File: config.mk
export PLATFORM = sky130hd
export DESIGN_NAME = eth_udp_pkt_gen_flat
export DESIGN_NICKNAME = d
export VERILOG_FILES = /design/src/rtl/eth_udp_pkt_gen_pkg.sv /design/src/rtl/eth_udp_pkt_gen_if.sv /design/src/rtl/eth_udp_pkt_gen_ipv4_csum.sv /design/src/rtl/eth_udp_pkt_gen.sv /design/src/flat_wrapper.sv
export SDC_FILE = /design/constraint.sdc
export NUM_CORES = 1
export LEC_CHECK = 0
export ABC_AREA = 0
export ABC_CLOCK_PERIOD_IN_PS = 4700
export CAP_MARGIN = 20
export CORE_AREA = 2 2 99 172
export CTS_CLUSTER_DIAMETER = 200
export DETAILED_ROUTE_END_ITERATION = 8
export DIE_AREA = 0 0 101 174
export GPL_ROUTABILITY_DRIVEN = 1
export GPL_TIMING_DRIVEN = 0
export PLACE_DENSITY = 0.53
export RECOVER_POWER = 100
export SYNTH_ARGS = -nofsm -noshare
export SYNTH_HDL_FRONTEND = slang
export SYNTH_SLANG_ARGS = --single-unit
File: constraint.sdc
create_clock -name Clk -period 4.7 [get_ports Clk]
set_input_delay 0.94 -clock Clk [delete_from_list [all_inputs] [get_ports Clk]]
set_output_delay 0.94 -clock Clk [all_outputs]
set_load 0.05 [all_outputs]
File: src/rtl/eth_udp_pkt_gen_pkg.sv
// Shared constants for the IPv4/UDP packet generator: FSM encodings,
// header lengths and fixed IPv4 field values.
package eth_udp_pkt_gen_pkg;

  localparam logic [2:0] ST_IDLE    = 3'd0;
  localparam logic [2:0] ST_CSUM    = 3'd1;
  localparam logic [2:0] ST_FOLD    = 3'd2;
  localparam logic [2:0] ST_HDR     = 3'd3;
  localparam logic [2:0] ST_PAYLOAD = 3'd4;
  localparam logic [2:0] ST_DONE    = 3'd5;

  localparam logic [15:0] IPV4_HDR_LEN  = 16'd20;
  localparam logic [15:0] UDP_HDR_LEN   = 16'd8;
  localparam logic [7:0]  IP_PROTO_UDP  = 8'h11;
  localparam logic [15:0] IP_FLAGS_WORD = 16'h4000;

  localparam logic [4:0] CSUM_LAST = 5'd9;
  localparam logic [4:0] HDR_LAST  = 5'd27;

endpackage

File: src/rtl/eth_udp_pkt_gen_if.sv
// Command, payload-in and byte-out signals of eth_udp_pkt_gen.
// The generator uses the master modport; the user/transmit side uses slave.
interface eth_udp_pkt_gen_if;

  logic        Start;
  logic [10:0] Payload_Len;
  logic [7:0]  Usr_Byte;
  logic        Usr_Byte_Valid;
  logic        Usr_Byte_Rdy;
  logic [7:0]  Eth_Byte;
  logic        Eth_Byte_Valid;
  logic        Eth_Pkt_Rdy;
  logic        Busy;
  logic        Len_Err;

  modport master (
    input  Start, Payload_Len, Usr_Byte, Usr_Byte_Valid,
    output Usr_Byte_Rdy, Eth_Byte, Eth_Byte_Valid, Eth_Pkt_Rdy, Busy, Len_Err
  );

  modport slave (
    output Start, Payload_Len, Usr_Byte, Usr_Byte_Valid,
    input  Usr_Byte_Rdy, Eth_Byte, Eth_Byte_Valid, Eth_Pkt_Rdy, Busy, Len_Err
  );

endinterface

File: src/rtl/eth_udp_pkt_gen_ipv4_csum.sv
// 16-bit ones-complement accumulator for the IPv4 header checksum:
// clear, add one word per cycle with end-around carry, then fold and invert.
module eth_udp_pkt_gen_ipv4_csum (
  input  logic        Clk,
  input  logic        Rst,
  input  logic        clr,
  input  logic        add,
  input  logic        fold,
  input  logic [15:0] word,
  output logic [15:0] result
);

  logic [16:0] acc;

  // The carry from the previous add is folded back in with the next word,
  // so acc never exceeds 17'h1FFFE and the final fold cannot carry again.
  always_ff @(posedge Clk) begin
    if (Rst || clr) begin
      acc <= '0;
    end else if (add) begin
      acc <= {1'b0, acc[15:0]} + {16'd0, acc[16]} + {1'b0, word};
    end
  end

  always_ff @(posedge Clk) begin
    if (Rst) begin
      result <= '0;
    end else if (fold) begin
      result <= ~(acc[15:0] + {15'd0, acc[16]});
    end
  end

endmodule

File: src/rtl/eth_udp_pkt_gen.sv
// Builds an IPv4+UDP datagram (headers plus user payload) as a byte stream.
// Optional macro ETH_IPV4_ID_INCR_EN: Identification counts up per packet.
module eth_udp_pkt_gen
  import eth_udp_pkt_gen_pkg::*;
#(
  parameter logic [31:0] pSRC_IP      = 32'hC0A80102,
  parameter logic [31:0] pDST_IP      = 32'hC0A80101,
  parameter logic [15:0] pSRC_PORT    = 16'd5000,
  parameter logic [15:0] pDST_PORT    = 16'd5001,
  parameter logic [7:0]  pTTL         = 8'h40,
  parameter logic [10:0] pMAX_PAYLOAD = 11'd1472
) (
  input logic            Clk,
  input logic            Rst,
  eth_udp_pkt_gen_if.master bus
);

  logic [2:0]  state;
  logic [4:0]  cnt;
  logic [10:0] len_q;
  logic [10:0] remaining;
  logic [15:0] ip_id;
  logic [15:0] csum;
  logic [15:0] csum_word;
  logic [15:0] tot_len;
  logic [15:0] udp_len;
  logic [4:0]  hdr_idx;
  logic [7:0]  hdr_byte;
  logic        start_ok;
  logic        usr_accept;
  logic        usr_rdy;
  logic        hdr_load;
  logic [7:0]  eth_byte;
  logic        eth_valid;
  logic        len_err;

  assign start_ok = (state == ST_IDLE) && bus.Start && (bus.Payload_Len <= pMAX_PAYLOAD);
  assign tot_len  = {5'd0, len_q} + IPV4_HDR_LEN + UDP_HDR_LEN;
  assign udp_len  = {5'd0, len_q} + UDP_HDR_LEN;

  // The first payload byte is taken in the last header cycle so the stream has no gap.
  assign usr_rdy    = (remaining != 11'd0) &&
                      ((state == ST_PAYLOAD) || ((state == ST_HDR) && (cnt == HDR_LAST)));
  assign usr_accept = usr_rdy && bus.Usr_Byte_Valid;

  // Eth_Byte is registered, so each header byte is loaded one cycle before it shows.
  assign hdr_load = (state == ST_FOLD) || ((state == ST_HDR) && (cnt != HDR_LAST));
  assign hdr_idx  = (state == ST_HDR) ? (cnt + 5'd1) : 5'd0;

`ifdef ETH_IPV4_ID_INCR_EN
  always_ff @(posedge Clk) begin
    if (Rst) begin
      ip_id <= 16'h0000;
    end else if (state == ST_DONE) begin
      ip_id <= ip_id + 16'd1;
    end
  end
`else
  assign ip_id = 16'h0000;
`endif

  always_comb begin
    csum_word = 16'h0000;
    case (cnt)
      5'd0:    csum_word = 16'h4500;
      5'd1:    csum_word = tot_len;
      5'd2:    csum_word = ip_id;
      5'd3:    csum_word = IP_FLAGS_WORD;
      5'd4:    csum_word = {pTTL, IP_PROTO_UDP};
      5'd6:    csum_word = pSRC_IP[31:16];
      5'd7:    csum_word = pSRC_IP[15:0];
      5'd8:    csum_word = pDST_IP[31:16];
      5'd9:    csum_word = pDST_IP[15:0];
      default: csum_word = 16'h0000;
    endcase
  end

  eth_udp_pkt_gen_ipv4_csum u_csum (
    .Clk    (Clk),
    .Rst    (Rst),
    .clr    (start_ok),
    .add    (state == ST_CSUM),
    .fold   (state == ST_FOLD),
    .word   (csum_word),
    .result (csum)
  );

  always_comb begin
    hdr_byte = 8'h00;
    case (hdr_idx)
      5'd0:    hdr_byte = 8'h45;
      5'd2:    hdr_byte = tot_len[15:8];
      5'd3:    hdr_byte = tot_len[7:0];
      5'd4:    hdr_byte = ip_id[15:8];
      5'd5:    hdr_byte = ip_id[7:0];
      5'd6:    hdr_byte = IP_FLAGS_WORD[15:8];
      5'd7:    hdr_byte = IP_FLAGS_WORD[7:0];
      5'd8:    hdr_byte = pTTL;
      5'd9:    hdr_byte = IP_PROTO_UDP;
      5'd10:   hdr_byte = csum[15:8];
      5'd11:   hdr_byte = csum[7:0];
      5'd12:   hdr_byte = pSRC_IP[31:24];
      5'd13:   hdr_byte = pSRC_IP[23:16];
      5'd14:   hdr_byte = pSRC_IP[15:8];
      5'd15:   hdr_byte = pSRC_IP[7:0];
      5'd16:   hdr_byte = pDST_IP[31:24];
      5'd17:   hdr_byte = pDST_IP[23:16];
      5'd18:   hdr_byte = pDST_IP[15:8];
      5'd19:   hdr_byte = pDST_IP[7:0];
      5'd20:   hdr_byte = pSRC_PORT[15:8];
      5'd21:   hdr_byte = pSRC_PORT[7:0];
      5'd22:   hdr_byte = pDST_PORT[15:8];
      5'd23:   hdr_byte = pDST_PORT[7:0];
      5'd24:   hdr_byte = udp_len[15:8];
      5'd25:   hdr_byte = udp_len[7:0];
      default: hdr_byte = 8'h00;
    endcase
  end

  always_ff @(posedge Clk) begin
    if (Rst) begin
      state     <= ST_IDLE;
      cnt       <= '0;
      len_q     <= '0;
      remaining <= '0;
    end else begin
      case (state)
        ST_IDLE: begin
          if (start_ok) begin
            state     <= ST_CSUM;
            cnt       <= '0;
            len_q     <= bus.Payload_Len;
            remaining <= bus.Payload_Len;
          end
        end
        ST_CSUM: begin
          if (cnt == CSUM_LAST) begin
            state <= ST_FOLD;
            cnt   <= '0;
          end else begin
            cnt <= cnt + 5'd1;
          end
        end
        ST_FOLD: state <= ST_HDR;
        ST_HDR: begin
          if (cnt == HDR_LAST) begin
            state <= (len_q == 11'd0) ? ST_DONE : ST_PAYLOAD;
          end else begin
            cnt <= cnt + 5'd1;
          end
        end
        ST_PAYLOAD: begin
          if (remaining == 11'd0) begin
            state <= ST_DONE;
          end
        end
        ST_DONE: state <= ST_IDLE;
        default: state <= ST_IDLE;
      endcase
      if (usr_accept) begin
        remaining <= remaining - 11'd1;
      end
    end
  end

  always_ff @(posedge Clk) begin
    if (Rst) begin
      eth_byte  <= '0;
      eth_valid <= 1'b0;
      len_err   <= 1'b0;
    end else begin
      len_err   <= (state == ST_IDLE) && bus.Start && (bus.Payload_Len > pMAX_PAYLOAD);
      eth_valid <= hdr_load || usr_accept;
      if (hdr_load) begin
        eth_byte <= hdr_byte;
      end else if (usr_accept) begin
        eth_byte <= bus.Usr_Byte;
      end
    end
  end

  assign bus.Usr_Byte_Rdy   = usr_rdy;
  assign bus.Eth_Byte       = eth_byte;
  assign bus.Eth_Byte_Valid = eth_valid;
  assign bus.Eth_Pkt_Rdy    = (state == ST_DONE);
  assign bus.Busy           = (state != ST_IDLE);
  assign bus.Len_Err        = len_err;

endmodule

File: src/flat_wrapper.sv
// flat-port wrapper written by rule: the top's interface ports become plain ports
module eth_udp_pkt_gen_flat import eth_udp_pkt_gen_pkg::*;
#(
  parameter logic [31:0] pSRC_IP      = 32'hC0A80102,
  parameter logic [31:0] pDST_IP      = 32'hC0A80101,
  parameter logic [15:0] pSRC_PORT    = 16'd5000,
  parameter logic [15:0] pDST_PORT    = 16'd5001,
  parameter logic [7:0]  pTTL         = 8'h40,
  parameter logic [10:0] pMAX_PAYLOAD = 11'd1472
)
  (Clk, Rst, bus_Start, bus_Payload_Len, bus_Usr_Byte, bus_Usr_Byte_Valid, bus_Usr_Byte_Rdy, bus_Eth_Byte, bus_Eth_Byte_Valid, bus_Eth_Pkt_Rdy, bus_Busy, bus_Len_Err);
  eth_udp_pkt_gen_if bus_i ();
  input logic Clk;
  input logic Rst;
  input wire logic [$bits(bus_i.Start)-1:0] bus_Start;
  input wire logic [$bits(bus_i.Payload_Len)-1:0] bus_Payload_Len;
  input wire logic [$bits(bus_i.Usr_Byte)-1:0] bus_Usr_Byte;
  input wire logic [$bits(bus_i.Usr_Byte_Valid)-1:0] bus_Usr_Byte_Valid;
  output wire logic [$bits(bus_i.Usr_Byte_Rdy)-1:0] bus_Usr_Byte_Rdy;
  output wire logic [$bits(bus_i.Eth_Byte)-1:0] bus_Eth_Byte;
  output wire logic [$bits(bus_i.Eth_Byte_Valid)-1:0] bus_Eth_Byte_Valid;
  output wire logic [$bits(bus_i.Eth_Pkt_Rdy)-1:0] bus_Eth_Pkt_Rdy;
  output wire logic [$bits(bus_i.Busy)-1:0] bus_Busy;
  output wire logic [$bits(bus_i.Len_Err)-1:0] bus_Len_Err;
  assign bus_i.Start = bus_Start;
  assign bus_i.Payload_Len = bus_Payload_Len;
  assign bus_i.Usr_Byte = bus_Usr_Byte;
  assign bus_i.Usr_Byte_Valid = bus_Usr_Byte_Valid;
  assign bus_Usr_Byte_Rdy = bus_i.Usr_Byte_Rdy;
  assign bus_Eth_Byte = bus_i.Eth_Byte;
  assign bus_Eth_Byte_Valid = bus_i.Eth_Byte_Valid;
  assign bus_Eth_Pkt_Rdy = bus_i.Eth_Pkt_Rdy;
  assign bus_Busy = bus_i.Busy;
  assign bus_Len_Err = bus_i.Len_Err;
  eth_udp_pkt_gen #(.pSRC_IP(pSRC_IP), .pDST_IP(pDST_IP), .pSRC_PORT(pSRC_PORT), .pDST_PORT(pDST_PORT), .pTTL(pTTL), .pMAX_PAYLOAD(pMAX_PAYLOAD)) u_core (.Clk(Clk), .Rst(Rst), .bus(bus_i));
endmodule
# After elaboration in Yosys (flattened, before gate mapping)

Cells that the tools add are included.
W data, S select, Z words.

Bits of input ports: 23
Register bits: 73
Logic and storage cells: 110
Output and inout port bits: 13

Bitwise logic cells: 1
Reduce and logical (&&, ||, !) cells: 32
$add $sub $neg: 8
Equal/unequal tests: 40
Magnitude comparators: 2
Multiplexer cells: 18

Operators with widths:

| operator                | count |
|---|---|
| $pmux W8 S16            | 1 |
| $pmux W16 S7            | 1 |
| $eq A5 B5 Y1 const B    | 11 |
| $eq A5 B4 Y1 const B    | 10 |
| $mux W11                | 3 |
| $logic_not A11 Y1       | 2 |
| $eq A5 B3 Y1 const B    | 4 |
| $mux W5                 | 4 |
| $add A16 B1 Y17         | 1 |
| $add A17 B16 Y17        | 1 |
| $add A16 B1 Y16         | 1 |
| $add A16 B4 Y16 const B | 1 |
| $mux W8                 | 2 |
| $not A16 Y16            | 1 |
| $eq A5 B2 Y1 const B    | 3 |
| $pmux W3 S5             | 1 |
| $pmux W5 S3             | 1 |
| $add A11 B4 Y12 const B | 1 |
| $add A11 B5 Y12 const B | 1 |
| $mux W3                 | 4 |
| $gt A11 B11 Y1 const B  | 1 |
| $le A11 B11 Y1 const B  | 1 |
| $reduce_bool A11 Y1     | 1 |
| $sub A11 B1 Y11 const B | 1 |
| 20 further kinds        | 43 |

# Depth between registers and ports, before layout

Gate-level depths: netlist of run 1.

Depth after elaboration: 7
Depth in mapped cells: 18
Gate-level depth less buffers: 17

# By module

From an unflattened synthesis of run 1, not the netlist that was laid out.

Cell total of the unflattened synthesis: 733
Area total of the unflattened synthesis: 5596.6 um2

By module, submodules not included:

| module                    | times used | area each (um2) | cells each | seq. area each (um2) |
|---|---|---|---|---|
| eth_udp_pkt_gen           | 1          | 3305.7          | 461        | 800.8 |
| eth_udp_pkt_gen_ipv4_csum | 1          | 2290.9          | 272        | 660.6 |

# Worst setup path before layout of run 1

No wires, ideal clock.

Path kind: reg-to-reg
From: reg u_core.len_q[4]
To: reg u_core.u_csum.acc[15]
Data arrival time: 3261 ps
Path slack: 1317 ps
Buffers on the path: 1
Stages on the path, launching flop included: 19
Data required time: 4578 ps
Clock period less this slack: 3383 ps
Library setup time: 122 ps
Cells stage by stage: dfxtp_1 -> buf_2 -> inv_1 -> ha_1 -> a21oi_2 -> and3_1 -> o2111a_1 -> nand2_1 -> xnor2_1 -> a21oi_1 -> nor4_2 -> ha_1 -> and3_1 -> nand4_1 -> a21oi_1 -> nor2_1 -> o31ai_1 -> xnor2_1 -> o21ai_0

Cells in the longest elaborated chain, start to end: 4

RTL lines:

| element                | line                            | source |
|---|---|---|
| from (decl)            | eth_udp_pkt_gen.sv:20           | `logic [10:0] len_q;` |
| from (signal assigned) | eth_udp_pkt_gen.sv:132          | `len_q <= bus.Payload_Len;` |
| $add A11 B5 Y12        | eth_udp_pkt_gen.sv:38           | `assign tot_len = {5'd0, len_q} + IPV4_HDR_LEN + UDP_HDR_LEN;` |
| $add A16 B4 Y16        | eth_udp_pkt_gen.sv:38           |  |
| $pmux W16 S7           | eth_udp_pkt_gen.sv:64           | `case (cnt)` |
| $add A17 B16 Y17       | eth_udp_pkt_gen_ipv4_csum.sv:21 | `acc <= {1'b0, acc[15:0]} + {16'd0, acc[16]} + {1'b0, word};` |
| to (signal assigned)   | eth_udp_pkt_gen_ipv4_csum.sv:21 |  |
| to (decl)              | eth_udp_pkt_gen_ipv4_csum.sv:13 | `logic [16:0] acc;` |

No other way between the ends.
A chain may end at the register's enable or synchronous reset.

# Final worst setup path of run 1

From: reg u_core.len_q[4]
To: reg u_core.u_csum.acc[13]

Same word-level chain as after synthesis.

==> insert_results.sql, run 1 <==
INSERT INTO impl_metrics (metric_group, metric, value, unit) VALUES
('power', 'p_leak', '2.42', 'nW'),
('power', 'total_switching_power', '547', 'uW'),
('drt', 'postRouteWirelength', '20.3', 'mm'),
('floorplanning', 'start_util', '34.1', '%'),
('floorplanning', 'design.die.area', '0.0176', 'mm2'),
('clock_network', 'postCtsSetupRepairBufs', '0', ''),
('logic_synthesis', 'synth-edff-count', '0', ''),
('floorplanning', 'chipWidth', '101', 'um'),
('global_route', 'first_global_vias', '5874', ''),
('placed_design', 'port_buffers', '35', ''),
('flow_run', 'timing.max_cap.violations', '0', ''),
('placed_design', 'routabilityCongestion', '0.957', ''),
('critical_path', 'setup.reg_to_reg.worst_slack', '0.34', 'ns'),
('critical_path', 'cp_num_buf_inv', '2', ''),
('critical_path', 'critical_path.max_fanout', '10', ''),
('timing', 'timing.clock.skew', '0.00762', 'ns'),
('final_layout', 'number_of_inserted_diodes', '0', ''),
('final_layout', 'drive_above_1_share', '6.82', '%'),
('drt', 'drt_pre_antenna_iters', '5', ''),
('floorplanning', 'fp.coreArea', '0.0163', 'mm2'),
('critical_path', 'crit_path_end_kind', 'flop', ''),
('clock_network', 'cts_hold_repair.buffers', '0', ''),
('timing', 'fmax', '0.229', 'GHz'),
('global_route', 'global_route.overflow_total', '0', ''),
('logic_synthesis', 'post_synth.cell_area_avg', '7.34', 'um2'),
('placed_design', 'hpwl', '16.3', 'mm'),
('logic_synthesis', 'ys_async_sr_fraction', '0', '%'),
('power', 'sw_frac_of_total', '31.8', '%'),
('clock_network', 'numClockSinks', '73', ''),
('power', 'power_density', '267', 'mW/mm2'),
('final_layout', 'syn_to_final_growth', '15.9', '%'),
('timing', 'holdWs', '0.459', 'ns'),
('critical_path', 'req_time_crit_path', '4.92', 'ns'),
('global_route', 'grt_start_max_net_pins', '16', ''),
('floorplanning', 'design.portCount', '36', ''),
('min_path', 'hold_path_startpoint', 'u_core.u_csum.result[14]$_SDFFE_PP0P_', ''),
('timing', 'final-setup-viol-count', '0', ''),
('min_path', 'holdCritPathClass', 'flop to flop', ''),
('critical_path', 'crit_path_cell_trace', 'buf_2 -> inv_1 -> ha_1 -> a21oi_2 -> and3_1 -> o2111a_1 -> nand2_1 -> xnor2_1 -> a21oi_1 -> nor4_2 -> ha_1 -> and3_1 -> nand3_1 -> o211ai_1 -> nor2_1 -> a211oi_1 -> xnor2_1 -> nor2_1', ''),
('timing', 'worst_slew_pin_slew', '0.763', 'ns'),
('logic_synthesis', 'syn_inst', '756', ''),
('logic_synthesis', 'netlist_area', '0.00555', 'mm2'),
('critical_path', 'setup.worst_path.start_class', 'flop', ''),
('floorplanning', 'std_cell_rows', '62', ''),
('global_route', 'grt_antenna_before_repair', '0', ''),
('power', 'combinationalPowerShare', '18.0', '%'),
('timing', 'final-hold-violation-count', '0', ''),
('timing', 'fin_setup_tns', '0', 'ns'),
('power', 'sequential_power_share', '38.9', '%'),
('timing', 'rsz0062_at_grt', 'false', ''),
('drt', 'detailedRoute.firstIterationViolations', '358', ''),
('drt', 'number_of_design_rule_violations_left_after_detail_routing', '0', ''),
('critical_path', 'critical_path.reg2reg.startpoint', 'u_core.len_q[4]$_SDFFE_PP0P_', ''),
('timing', 'timing.final.crit_period', '4.36', 'ns'),
('clock_network', 'path_clk_slew', '0.07', 'ns'),
('min_path', 'timing.hold.worst_endpoint', 'u_core.u_csum.result[14]$_SDFFE_PP0P_', ''),
('run_status', 'outcome', 'finished, final reports clean', ''),
('clock_network', 'clock_buffer_depth', '2', ''),
('logic_synthesis', 'netlist-cell-type-count', '82', ''),
('critical_path', 'rr_worst_depth', '18', ''),
('timing', 'finalWorstSetupSlack', '0.340', 'ns'),
('clock_network', 'tritoncts', 'done', ''),
('clock_network', 'htree_num_levels', '3', ''),
('critical_path', 'critical_path_arrival', '4.58', 'ns'),
('logic_synthesis', 'ys_warn_count', '0', ''),
('timing', 'drv_slew', '0', ''),
('placed_design', 'place_worst_setup_slack', '0.386', 'ns'),
('final_layout', 'num-nets-final', '853', ''),
('logic_synthesis', 'synth.yosys.seq_area_share', '26.3', '%'),
('drt', 'antenna_left', '0', ''),
('logic_synthesis', 'synth.net_count', '807', '');
## synth_stat cells (4+ instances only)
master | instances | area (um2)
sky130_fd_sc_hd__a211oi_1 | 11 | 82.6
sky130_fd_sc_hd__a21o_1 | 8 | 60.1
sky130_fd_sc_hd__a21oi_1 | 72 | 360
sky130_fd_sc_hd__a221oi_1 | 5 | 43.8
sky130_fd_sc_hd__a22oi_1 | 5 | 37.5
sky130_fd_sc_hd__a311oi_1 | 8 | 70.1
sky130_fd_sc_hd__a31oi_1 | 13 | 81.3
sky130_fd_sc_hd__and2_1 | 5 | 31.3
sky130_fd_sc_hd__and3_1 | 10 | 62.6
sky130_fd_sc_hd__buf_2 | 10 | 50.1
sky130_fd_sc_hd__buf_4 | 5 | 37.5
sky130_fd_sc_hd__clkbuf_1 | 24 | 90.1
sky130_fd_sc_hd__dfxtp_1 | 73 | 1460
sky130_fd_sc_hd__ha_1 | 26 | 325
sky130_fd_sc_hd__inv_1 | 20 | 75.1
sky130_fd_sc_hd__mux2i_1 | 7 | 70.1
sky130_fd_sc_hd__nand2_1 | 117 | 439
sky130_fd_sc_hd__nand2b_1 | 8 | 50.1
sky130_fd_sc_hd__nand3_1 | 32 | 160
sky130_fd_sc_hd__nand3b_1 | 5 | 37.5
sky130_fd_sc_hd__nand4_1 | 10 | 62.6
sky130_fd_sc_hd__nor2_1 | 63 | 236
sky130_fd_sc_hd__nor2b_1 | 7 | 43.8
sky130_fd_sc_hd__nor3_1 | 20 | 100
sky130_fd_sc_hd__nor3b_1 | 5 | 37.5
sky130_fd_sc_hd__nor4_1 | 4 | 25.0
sky130_fd_sc_hd__o211ai_1 | 5 | 37.5
sky130_fd_sc_hd__o21a_1 | 4 | 30.0
sky130_fd_sc_hd__o21ai_0 | 41 | 205
sky130_fd_sc_hd__o221ai_1 | 4 | 35.0
sky130_fd_sc_hd__o22ai_1 | 9 | 56.3
sky130_fd_sc_hd__o32ai_1 | 4 | 35.0
sky130_fd_sc_hd__or3_1 | 11 | 68.8
sky130_fd_sc_hd__xnor2_1 | 19 | 166
sky130_fd_sc_hd__xor2_1 | 18 | 158
## area by class of cell
class	count	area (um2)
clock inverter	7	83.8
sequential	73	1460
timing repair buffer	35	350
clock buffer	9	225
inverter	23	86.3
fill	1740	9860
multi-input combinational	616	3770
buffer	44	216
tap	192	240
## worst max path at each step
| stage | endpoint | slack (ns) | from | cells past startpoint |
|---|---|---|---|---|
| 6_report | u_core.u_csum.acc[13]$_SDFFE_PP0P_ | 0.34 | u_core.len_q[4]$_SDFFE_PP0P_ | 18 |
| 5_1_grt | u_core.u_csum.acc[15]$_SDFFE_PP0P_ | 0.02 | u_core.len_q[4]$_SDFFE_PP0P_ | 18 |
| 4_1_cts | u_core.u_csum.acc[13]$_SDFFE_PP0P_ | 0.36 | u_core.len_q[4]$_SDFFE_PP0P_ | 18 |
| 3_5_place_dp | u_core.u_csum.acc[13]$_SDFFE_PP0P_ | 0.39 | u_core.len_q[4]$_SDFFE_PP0P_ | 18 |
| 3_3_place_gp | u_core.u_csum.acc[13]$_SDFFE_PP0P_ | 0.44 | u_core.len_q[4]$_SDFFE_PP0P_ | 18 |
| 2_1_floorplan | u_core.u_csum.acc[15]$_SDFFE_PP0P_ | 1.32 | u_core.len_q[4]$_SDFFE_PP0P_ | 18 |
## routing by layer
layer / part of all wire, % / track usage, % / wire length (um) / vias to the layer above
li1: - / - / - / 2827
met1: 35 / 22.6 / 7160 / 2819
met2: 57 / 46.8 / 11600 / 159
met3: 3.2 / 3.42 / 660 / 51
met4: 4.4 / 10.9 / 889 / 0
met5: 0 / 0 / 0 / -
## state kept, by name, indices dropped and copies added (netlist names)
register and count:
u_core.bus.Eth_Byte 8, u_core.bus.Eth_Byte_Valid 1, u_core.bus.Len_Err 1, u_core.cnt 5
u_core.len_q 11, u_core.remaining 11, u_core.state 3, u_core.u_csum.acc 17
u_core.u_csum.result 16
## stage by stage
stage	utilization (%)	std cells	total power, mW	instance area, um2
2_1_floorplan	-	756	0.874	5550
3_3_place_gp	37.7	983	0.983	6140
3_5_place_dp	37.7	983	0.990	6140
4_1_cts	39.6	999	1.73	6450
5_1_grt	39.5	999	1.79	6430
6_report	39.5	999	1.72	6430
## cell usage in the layout, fill, tap and decap left out, types with 7 or more instances in the layout
master,instances
sky130_fd_sc_hd__nand2_1,117
sky130_fd_sc_hd__dfxtp_1,73
sky130_fd_sc_hd__a21oi_1,72
sky130_fd_sc_hd__nor2_1,63
sky130_fd_sc_hd__o21ai_0,42
sky130_fd_sc_hd__nand3_1,33
sky130_fd_sc_hd__ha_1,26
sky130_fd_sc_hd__clkbuf_1,25
sky130_fd_sc_hd__inv_1,20
sky130_fd_sc_hd__nor3_1,20
sky130_fd_sc_hd__clkdlybuf4s50_1,20
sky130_fd_sc_hd__xnor2_1,19
sky130_fd_sc_hd__xor2_1,18
sky130_fd_sc_hd__dlygate4sd3_1,15
sky130_fd_sc_hd__a31oi_1,13
sky130_fd_sc_hd__or3_1,11
sky130_fd_sc_hd__a211oi_1,11
sky130_fd_sc_hd__buf_2,10
sky130_fd_sc_hd__nand4_1,10
sky130_fd_sc_hd__and3_1,10
sky130_fd_sc_hd__o22ai_1,9
sky130_fd_sc_hd__clkbuf_16,9
sky130_fd_sc_hd__nor2b_1,8
sky130_fd_sc_hd__nand2b_1,8
sky130_fd_sc_hd__a21o_1,8
sky130_fd_sc_hd__a311oi_1,8
sky130_fd_sc_hd__mux2i_1,7
## tightest hold or removal path, stage by stage (launching register included)
cell and delay, ns:
sky130_fd_sc_hd__dfxtp_1 0.31, sky130_fd_sc_hd__nand2_1 0.05, sky130_fd_sc_hd__a21oi_1 0.05
## power by group through the flow
stage                     combinational [mW]  clock (mW)  sequential, mW
after detailed placement               0.309           0           0.681
final                                  0.310       0.740           0.668
after CTS                              0.310       0.750           0.667
after global routing                   0.339       0.777           0.670
after floorplan                        0.203           0           0.671
after global placement                 0.303           0           0.680
## kinds of logic (layout without fill, tap and decap cells)
family	after synthesis	after routing	synth area share, %
AOI/OAI and AO/OA	216	216	25.0
xor gates and xnor gates	37	37	5.84
adders and majority gates	29	29	6.76
buffers and inverters	67	118	5.52
DFF	73	73	26.3
muxes	8	8	1.46
other	1	1	0.0675
and+or+nand+nor	325	325	29.0
Note: power is estimated with default switching activity, not from simulation.
==> run 2, diff against run 1 <==
Settings changed: HOLD_SLACK_MARGIN set to 0.02.
==> results of run 2 <==
No change in the layout: final DEF, timing and power equal those of run 1.
==> run 3, diff against run 2 <==
Settings changed: CORE_AREA 2 2 99 172 to 2 2 129 131, DIE_AREA 0 0 101 174 to 0 0 131 133, PLACE_DENSITY 0.53 to 0.54.
==> run 3 against run 2 <==
Clock skew down 0.00098 ns. Highest routed layer unchanged. Wire length down 10%. Clock power up 11%. Fmax up 2.3%. Design area up 1.1%. Global-route usage down 2.2 points.
==> insert_results.sql, run 3 (synthesized netlist as in run 1, its figures left out) <==
INSERT INTO impl_metrics (metric_group, metric, value, unit) VALUES
('global_route', 'grtUsageTotal', '21.3', '%'),
('power', 'sw_frac_of_total', '28.3', '%'),
('timing', 'timing.final.crit_period', '4.26', 'ns'),
('placed_design', 'place_area', '0.00618', 'mm2'),
('drt', 'antenna_left', '0', ''),
('power', 'power.share.clock', '46.0', '%'),
('power', 'combinationalPowerShare', '16.8', '%'),
('power', 'p_leak', '2.44', 'nW'),
('placed_design', 'port_buffers', '35', ''),
('final_layout', 'number_of_inserted_diodes', '0', ''),
('critical_path', 'startpoint', 'u_core.len_q[4]$_SDFFE_PP0P_', ''),
('floorplanning', 'fp.coreArea', '0.0162', 'mm2'),
('final_layout', 'final_cell_count_no_fill', '1027', ''),
('timing', 'worst_slew_pin_slew', '1.03', 'ns'),
('final_layout', 'final_cell_area', '0.00650', 'mm2'),
('clock_network', 'clock_buffer_depth', '2', ''),
('final_layout', 'layout.cells.most_common', 'sky130_fd_sc_hd__nand2_1', ''),
('critical_path', 'critical_path.max_fanout', '10', ''),
('timing', 'period_share', '90.7', '%'),
('clock_network', 'path_clk_slew', '0.06', 'ns'),
('global_route', 'grt_start_max_net_pins', '14', ''),
('floorplanning', 'chipWidth', '131', 'um'),
('global_route', 'global_route.overflow_total', '0', ''),
('timing', 'final-hold-violation-count', '0', ''),
('clock_network', 'htree_num_levels', '3', ''),
('drt', 'detailedRoute.firstIterationViolations', '503', ''),
('global_route', 'first_pass_grt_wire_length', '28.7', 'mm'),
('drt', 'postRouteWirelength', '18.2', 'mm'),
('final_layout', 'syn_to_final_growth', '17.2', '%'),
('flow_run', 'timing.max_cap.violations', '0', ''),
('run_status', 'outcome', 'finished, final reports clean', ''),
('floorplanning', 'start_util', '34.3', '%'),
('final_layout', 'layout_common_cells', '117 x sky130_fd_sc_hd__nand2_1, 73 x sky130_fd_sc_hd__dfxtp_1, 72 x sky130_fd_sc_hd__a21oi_1', ''),
('timing', 'fin_setup_tns', '0', 'ns'),
('critical_path', 'critical_path.slowest_cell', 'sky130_fd_sc_hd__dfxtp_1', ''),
('global_route', 'first_global_vias', '5284', ''),
('timing', 'timing.clock.skew', '0.00665', 'ns'),
('critical_path', 'setup.worst_path.class', 'flop to flop', ''),
('critical_path', 'worst_stage_delay_on_the_critical_path', '0.43', 'ns'),
('clock_network', 'tritoncts.num_buffers', '9', ''),
('placed_design', 'placed_instance_count', '1011', ''),
('floorplanning', 'design.die.area', '0.0174', 'mm2'),
('floorplanning', 'design.portCount', '36', ''),
('power', 'power_density', '275', 'mW/mm2'),
('critical_path', 'critical_path_arrival', '4.47', 'ns'),
('placed_design', 'hpwl', '14.0', 'mm'),
('clock_network', 'postCtsSetupRepairBufs', '0', ''),
('min_path', 'hold_path_startpoint', 'u_core.u_csum.result[7]$_SDFFE_PP0P_', ''),
('critical_path', 'cp_num_buf_inv', '2', ''),
('critical_path', 'cp_top_family', 'simple AND/OR/NAND/NOR gates', ''),
('critical_path', 'req_time_crit_path', '4.91', 'ns'),
('timing', 'rsz0062_at_grt', 'false', ''),
('floorplanning', 'chipHeight', '133', 'um'),
('clock_network', 'tritoncts', 'done', ''),
('drt', 'drt_pre_antenna_iters', '5', ''),
('min_path', 'holdCritPathClass', 'flop to flop', ''),
('critical_path', 'setup.worst_path.start_class', 'flop', ''),
('final_layout', 'num-nets-final', '853', ''),
('final_layout', 'register_with_the_highest_flop_count', 'u_core.u_csum.acc', ''),
('drt', 'number_of_design_rule_violations_left_after_detail_routing', '0', ''),
('drt', 'detailroute.via_count', '5708', ''),
('final_layout', 'number_of_flip_flops_under_the_largest_register_name', '17', ''),
('power', 'ir_drop', '0.166', 'mV'),
('timing', 'relSlewSlack', '31.3', '%'),
('timing', 'finalWorstSetupSlack', '0.437', 'ns'),
('placed_design', 'routabilityCongestion', '0.898', ''),
('drt', 'number_of_vias_per_cell_after_detailed_routing', '5.56', ''),
('clock_network', 'post_cts_resized', '0', ''),
('clock_network', 'clock_latency', '0.34', 'ns'),
('power', 'sequential_power_share', '37.2', '%'),
('clock_network', 'numClockSinks', '73', ''),
('clock_network', 'cts_hold_repair.buffers', '0', ''),
('timing', 'fmax', '0.235', 'GHz'),
('critical_path', 'crit_path_cell_trace', 'buf_2 -> inv_1 -> ha_1 -> a21oi_2 -> and3_1 -> o2111a_1 -> nand2_1 -> xnor2_1 -> a21oi_1 -> nor4_2 -> ha_1 -> and3_1 -> nand3_1 -> o211ai_1 -> nor2_1 -> a211oi_1 -> xnor2_1 -> nor2_1', ''),
('clock_network', 'clockRootBuffer', 'sky130_fd_sc_hd__clkbuf_16', ''),
('timing', 'drv_slew', '0', ''),
('floorplanning', 'std_cell_rows', '47', ''),
('drt', 'post_drt_wl_per_cell', '17.7', 'um'),
('timing', 'final-setup-viol-count', '0', ''),
('global_route', 'grt_antenna_before_repair', '0', ''),
('final_layout', 'largest_registers', 'u_core.u_csum.acc (17), u_core.u_csum.result (16)', ''),
('final_layout', 'drive_above_1_share', '6.69', '%'),
('power', 'internal-power', '1.28', 'mW'),
('critical_path', 'crit_path_end_kind', 'flop', ''),
('placed_design', 'place_worst_setup_slack', '0.494', 'ns'),
('power', 'total_switching_power', '506', 'uW'),
('critical_path', 'critical_path.reg2reg.startpoint', 'u_core.len_q[4]$_SDFFE_PP0P_', '');
run 3: power by group through the flow:
stage                     Sequential [mW]  Clock [mW]  Combinational, mW
after global routing                0.668       0.865              0.332
after global placement              0.679           0              0.302
final                               0.666       0.824              0.301
after floorplan                     0.671           0              0.203
after detailed placement            0.679           0              0.301
after CTS                           0.665       0.837              0.303
run 3: area by class of cell:
| cell class | instances | area [um2] |
|---|---|---|
| plain buffers | 44 | 216 |
| clock buffers | 10 | 239 |
| clock inverters | 6 | 113 |
| fillers | 1761 | 9670 |
| inverters | 23 | 86.3 |
| multi-input cells | 616 | 3760 |
| flip-flops and latches | 73 | 1460 |
| well taps | 220 | 275 |
| repair buffers | 35 | 350 |
run 3: worst reg2reg max path, cell delays in order (launching register included):
cell and delay (ns):
sky130_fd_sc_hd__dfxtp_1 0.43, sky130_fd_sc_hd__buf_2 0.29, sky130_fd_sc_hd__inv_1 0.10, sky130_fd_sc_hd__ha_1 0.21
sky130_fd_sc_hd__a21oi_2 0.36, sky130_fd_sc_hd__and3_1 0.28, sky130_fd_sc_hd__o2111a_1 0.25, sky130_fd_sc_hd__nand2_1 0.07
sky130_fd_sc_hd__xnor2_1 0.31, sky130_fd_sc_hd__a21oi_1 0.13, sky130_fd_sc_hd__nor4_2 0.26, sky130_fd_sc_hd__ha_1 0.37
sky130_fd_sc_hd__and3_1 0.24, sky130_fd_sc_hd__nand3_1 0.10, sky130_fd_sc_hd__o211ai_1 0.09, sky130_fd_sc_hd__nor2_1 0.29
sky130_fd_sc_hd__a211oi_1 0.15, sky130_fd_sc_hd__xnor2_1 0.16, sky130_fd_sc_hd__nor2_1 0.05
run 3: worst paths after layout:
kind / end / slack, ns / depth (start not counted)
setup reg to reg: u_core.u_csum.acc[13]$_SDFFE_PP0P_ / 0.44 / 18
setup / recovery: u_core.u_csum.acc[13]$_SDFFE_PP0P_ / 0.44 / 18
hold / removal: u_core.u_csum.result[7]$_SDFFE_PP0P_ / 0.46 / 2
hold reg to reg: u_core.u_csum.result[7]$_SDFFE_PP0P_ / 0.46 / 2
run 3: metal layers:
layer / up-vias / track usage (%) / wire [um]
li1: 2839 / - / -
met1: 2677 / 30.0 / 8550
met2: 169 / 33.5 / 8260
met3: 23 / 3.28 / 1000
met4: 0 / 5.97 / 397
met5: - / 0 / 0
run 3: through the flow:
step,hold WS (ns),utilization [%],power (mW)
2_1_floorplan,0.432,-,0.874
3_3_place_gp,0.446,38.2,0.982
3_5_place_dp,0.453,38.2,0.980
4_1_cts,0.462,40.4,1.80
5_1_grt,0.496,40.2,1.87
6_report,0.465,40.2,1.79
